File: config.mk
export PLATFORM = sky130hd
export DESIGN_NAME = ascon_perm_ctrl
export DESIGN_NICKNAME = d
export VERILOG_FILES = /design/src/rtl/ascon_perm_ctrl.sv
export SDC_FILE = /design/constraint.sdc
export NUM_CORES = 2
export LEC_CHECK = 0
export CAP_MARGIN = 10
export CORE_UTILIZATION = 35
export CTS_BUF_LIST = sky130_fd_sc_hd__clkbuf_4
export CTS_CLUSTER_DIAMETER = 80
export DETAILED_ROUTE_END_ITERATION = 10
export PLACE_DENSITY = 0.66
export SLEW_MARGIN = 20
export SYNTH_ARGS = -nofsm -noshare
export SYNTH_HDL_FRONTEND = slang
export SYNTH_SLANG_ARGS = --single-unit
export TNS_END_PERCENT = 20
File: constraint.sdc
create_clock -name clk -period 4.4 [get_ports clk]
set_input_delay 0.88 -clock clk [delete_from_list [all_inputs] [get_ports clk]]
set_output_delay 0.88 -clock clk [all_outputs]
set_load 0.01 [all_outputs]
File: src/rtl/ascon_perm_ctrl.sv
// Iterative Ascon permutation sequencer: applies UNROLL rounds per clock for p^6/p^8/p^12.
// Optional ASCON_PERM_ZEROIZE_EN clears the state register on the output handshake.
module ascon_perm_ctrl #(
  parameter int unsigned UNROLL = 1
) (
  input  logic        clk,
  input  logic        rst,
  input  logic        in_valid,
  output logic        in_ready,
  input  logic [1:0]  in_rounds,
  input  logic [63:0] in_x0,
  input  logic [63:0] in_x1,
  input  logic [63:0] in_x2,
  input  logic [63:0] in_x3,
  input  logic [63:0] in_x4,
  output logic        out_valid,
  input  logic        out_ready,
  output logic [63:0] out_y0,
  output logic [63:0] out_y1,
  output logic [63:0] out_y2,
  output logic [63:0] out_y3,
  output logic [63:0] out_y4,
  output logic        busy,
  output logic [3:0]  round_idx
);

  localparam int unsigned WORD_W = 64;
  localparam int unsigned CNT_W  = 4;

  if (UNROLL != 1 && UNROLL != 2) begin : g_bad_unroll
    $error("ascon_perm_ctrl: UNROLL must be 1 or 2");
  end

  typedef logic [4:0][WORD_W-1:0] state_t;
  typedef enum logic [1:0] {IDLE, RUN, DONE} fsm_e;

  function automatic logic [WORD_W-1:0] ror64(input logic [WORD_W-1:0] v, input int unsigned n);
    return (v >> n) | (v << (WORD_W - n));
  endfunction

  // Round constant for round r of p^a: k = 12 - a + r, c = {~k, k}.
  function automatic logic [7:0] rc(input logic [CNT_W-1:0] a, input logic [CNT_W-1:0] r);
    logic [CNT_W-1:0] k;
    k = (4'd12 - a) + r;
    return {4'hF - k, k};
  endfunction

  function automatic state_t ascon_round(input state_t s, input logic [7:0] c);
    logic [WORD_W-1:0] x0, x1, x2, x3, x4, t0, t1, t2, t3, t4;
    state_t o;
    x0 = s[0];
    x1 = s[1];
    x2 = s[2] ^ {56'd0, c};
    x3 = s[3];
    x4 = s[4];
    x0 ^= x4; x4 ^= x3; x2 ^= x1;
    t0 = ~x0 & x1; t1 = ~x1 & x2; t2 = ~x2 & x3; t3 = ~x3 & x4; t4 = ~x4 & x0;
    x0 ^= t1; x1 ^= t2; x2 ^= t3; x3 ^= t4; x4 ^= t0;
    x1 ^= x0; x0 ^= x4; x3 ^= x2; x2 = ~x2;
    o[0] = x0 ^ ror64(x0, 19) ^ ror64(x0, 28);
    o[1] = x1 ^ ror64(x1, 61) ^ ror64(x1, 39);
    o[2] = x2 ^ ror64(x2, 1)  ^ ror64(x2, 6);
    o[3] = x3 ^ ror64(x3, 10) ^ ror64(x3, 17);
    o[4] = x4 ^ ror64(x4, 7)  ^ ror64(x4, 41);
    return o;
  endfunction

  fsm_e             fsm_q;
  state_t           state_q, state_d;
  logic [CNT_W-1:0] r_q, rounds_q;
  logic             in_ready_q, out_valid_q, busy_q;
  logic             last_c;

  // UNROLL chained rounds starting at r_q
  always_comb begin
    state_d = state_q;
    for (int unsigned u = 0; u < UNROLL; u++) begin
      state_d = ascon_round(state_d, rc(rounds_q, r_q + CNT_W'(u)));
    end
  end

  assign last_c = (r_q + CNT_W'(UNROLL)) == rounds_q;

  always_ff @(posedge clk) begin
    if (rst) begin
      fsm_q       <= IDLE;
      state_q     <= '0;
      r_q         <= '0;
      rounds_q    <= 4'd12;
      in_ready_q  <= 1'b0;
      out_valid_q <= 1'b0;
      busy_q      <= 1'b0;
    end else begin
      case (fsm_q)
        IDLE: begin
          in_ready_q <= 1'b1;
          if (in_valid && in_ready_q) begin
            state_q    <= {in_x4, in_x3, in_x2, in_x1, in_x0};
            rounds_q   <= (in_rounds == 2'b00) ? 4'd6 : (in_rounds == 2'b01) ? 4'd8 : 4'd12;
            r_q        <= '0;
            fsm_q      <= RUN;
            in_ready_q <= 1'b0;
            busy_q     <= 1'b1;
          end
        end
        RUN: begin
          state_q <= state_d;
          if (last_c) begin
            r_q         <= '0;
            fsm_q       <= DONE;
            out_valid_q <= 1'b1;
          end else begin
            r_q <= r_q + CNT_W'(UNROLL);
          end
        end
        DONE: begin
          if (out_ready) begin
            fsm_q       <= IDLE;
            out_valid_q <= 1'b0;
            busy_q      <= 1'b0;
            in_ready_q  <= 1'b1;
`ifdef ASCON_PERM_ZEROIZE_EN
            state_q     <= '0;
`else
            state_q     <= state_q;
`endif
          end
        end
        default: fsm_q <= IDLE;
      endcase
    end
  end

  assign in_ready  = in_ready_q;
  assign out_valid = out_valid_q;
  assign busy      = busy_q;
  assign round_idx = r_q;
  assign out_y0    = state_q[0];
  assign out_y1    = state_q[1];
  assign out_y2    = state_q[2];
  assign out_y3    = state_q[3];
  assign out_y4    = state_q[4];

endmodule

==> results.cfg <==
[global_route]
overflow = 0
grt_pass1_wl_mm = 219
grt_max_degree = 159
antenna_found_initial = 4
grt_pass1_vias = 27300
grt.total_usage_pct = 36.8

[worst_hold_path]
hp-class = input pin to register
holdPathStages = 2

[yosys]
syn-num-nets = 3738
synth-seq-area-share_pct = 22.5
yosys_register_bits = 332
synthTopCellsByArea = dfxtp_1 22%, xnor2_1 17%, xnor3_1 12%, xor2_1 6.2%, ha_1 5.5%
synth-main-ff-cell = dfxtp_1
synthDominantCellAreaShare_pct = 22.5
synth.distinct_cells = 46
syn_area_sq_um = 29600
synth_area_per_cell_sq_um = 9.02
yosys.area.top_type = dfxtp_1
synth_edf_count = 0
async_reset_ff_share_pct = 0
syn_inst = 3280
yosysWarnings = 0

[setup_path]
path_cells = inv_1, ha_1, inv_1, fa_1, xnor2_2, xor3_2, inv_1, ha_1, xor2_1, buf_4, xnor2_1, xnor3_1, nor2_1, o31ai_1
crit_buf_inv = 4
critPathTopFamily = XOR/XNOR gates
startpoint_type = register
critPathLaunch = rounds_q[1]
cpMaxStageDelayCell = xnor3_1
crit_arrival_ns = 4.65
max_stage_delay_ns = 0.50
timing.reg2reg.setup_slack_ns = 0.55
timing.rr.end = out_y3[7]
path_class = register to register
worstSetupEndpointType = register
cp.depth = 14
timing.rr.start = rounds_q[1]
cpMostUsedCell = inv_1
endpoint = out_y3[7]
crit_required_ns = 5.20
crit_path_max_fanout = 4
r2r_cells = 14

[floorplanning]
fp-row-count = 106
dieArea_sq_um = 85700
core_region_area_sq_um = 83700
start_util_pct = 35.4
ios = 653
die_w_microns = 293
die_h_microns = 293

[finish]
nNetsFinal = 4384
regArea_sq_um = 6650
final_cell_area_sq_um = 38700
area_delta_synth_final_pct = 30.8
drive_above_1_share_pct = 7.90
fill_cells = 8156
multi_input_area_sq_um = 21600

[detailed_routing]
drt-total-wl_mm = 162
drt-pass1-iter-count = 9
postRouteAntennaNets = 0
vias = 28700
drt_iter0_markers = 3472
wire_per_inst_microns = 31.6
drc = 0
vias_per_cell = 5.60

[clock_network]
cts_made_buffers = 100
ctsResizeCount = 0
cts_num_sinks = 332
clk_latency_ns = 0.97
path_clk_slew_ns = 0.07
max-clock-path-buffers = 3
htreeDepth = 3
post-cts-setup-buffers = 0
tritoncts = done
postCtsHoldBufs = 0
root_buffer = clkbuf_4

[placement]
place_area_sq_um = 37500
finalWeightedCongestion = 1.07
portBuffers = 652
hpwl_mm = 132

[timing]
tightestPinTransition_ns = 1.28
finClkSkew_ns = 0.0896
tns_ns = 0
slew_violations = 0
setup_viol = 0
slew_headroom_pct = 14.3
fin_crit_ns = 3.85
finalCritPeriodShare_pct = 87.5
rsz0062_at_grt = false
hold_viol = 0
fmax_ghz = 0.260

[power]
peakVddDrop_v = 0.000535
cellPowerDensity_nw_per_um2 = 1140
power.leakage_uw = 0.0154

[run_status]
outcome = finished clean

[job]
drv_cap = 0
kinds of logic after synthesis:
family          count (synthesis)  synth area share, %
compound gates                581                 13.8
fa+ha+maj                     195                 7.76
xor+xnor                     1046                 40.8
simple gates                  727                 9.46
mux                            28                0.960
buf+inv                       371                 4.75
flops                         332                 22.5
synth_stat cells, types with 83 or more instances:
cell	count
xnor2_1	586
nor2_1	403
dfxtp_1	332
nand2_1	291
xor2_1	210
inv_1	198
xnor3_1	159
a21oi_1	153
clkbuf_1	148
a211oi_1	131
ha_1	131
xnor2_2	83
power by group:
| group | internal [uW] | leakage [uW] | total (uW) | switching (uW) |
|---|---|---|---|---|
| Sequential | 3680 | 0.00273 | 4830 | 1150 |
| Combinational | 15400 | 0.0119 | 36100 | 20800 |
| Clock | 1440 | 0.000688 | 3020 | 1580 |
| Total | 20500 | 0.0154 | 44000 | 23500 |
cell usage in the layout (no fill, tap or decap), types with 3 or more instances in the layout:
master | netlist | layout
a21oi_1 | 153 | 153
xor3_1 | 5 | 5
nor2_1 | 403 | 401
clkbuf_4 | 0 | 132
mux2i_1 | 27 | 27
a211oi_1 | 131 | 131
maj3_1 | 57 | 57
nand2_1 | 291 | 290
inv_2 | 1 | 3
and3_1 | 11 | 11
o21ai_0 | 43 | 43
a31oi_1 | 4 | 4
xnor2_1 | 586 | 585
o21a_1 | 9 | 9
xnor2_2 | 83 | 84
clkinv_1 | 0 | 22
diode_2 | 0 | 3
ha_1 | 131 | 131
xnor3_1 | 159 | 159
a22oi_1 | 41 | 41
clkdlybuf4s50_1 | 0 | 651
and2_1 | 4 | 3
o31ai_1 | 31 | 31
a311oi_1 | 58 | 58
buf_12 | 0 | 10
nor3_1 | 8 | 7
buf_4 | 0 | 54
o22ai_1 | 35 | 35
dfxtp_1 | 332 | 331
clkinv_2 | 0 | 5
inv_1 | 198 | 198
xor2_1 | 210 | 210
a222oi_1 | 67 | 67
maj3_2 | 6 | 6
how the worst min path moves through the flow:
stage	slack (ns)	startpoint	endpoint
4_1_cts	0.20	rst	out_y2[1]
3_3_place_gp	0.46	out_y3[12]	out_y3[12]
2_1_floorplan	0.49	out_y3[12]	out_y3[12]
5_1_grt	0.24	rst	round_idx[1]
3_5_place_dp	0.47	out_y3[12]	out_y3[12]
6_report	0.26	rst	round_idx[3]
metrics by stage:
step	total power (uW)	hold slack, ns	utilization [%]	cells	setup slack [ns]
finish	44000	0.261	46.3	5126	0.548
global route	44300	0.241	46.3	5125	0.415
CTS	42600	0.199	46.2	5123	0.631
detailed placement	39400	0.472	44.9	4958	0.633
global placement	39400	0.463	44.9	4958	0.725
floorplan	25300	0.491	-	3280	1.07
final cells by class:
class | instances | share of cell area (%)
antenna | 3 | 0.0194
clock buffer | 132 | 2.56
clock inverter | 33 | 0.436
inverter | 199 | 1.93
multi-input combinational | 2577 | 55.8
sequential | 332 | 17.2
tap | 1134 | 3.67
timing repair buffer | 716 | 18.4
registers in the layout, summed over array words and instances, names as in the netlist, 2 cells and up:
signal and flops:
out_y0 64, rounds_q 3, round_idx 4, fsm_q 2
out_y2 64, out_y1 64, out_y3 64, out_y4 64
routing by layer:
| layer | routed length [microns] | vias up | track usage [%] |
|---|---|---|---|
| met5 | 12 | - | 0 |
| met4 | 10600 | 2 | 21.0 |
| met3 | 18000 | 390 | 9.30 |
| met2 | 72200 | 1845 | 57.8 |
| met1 | 61200 | 14000 | 45.7 |
| li1 | - | 12500 | - |
(Power assumes the default switching activity.)
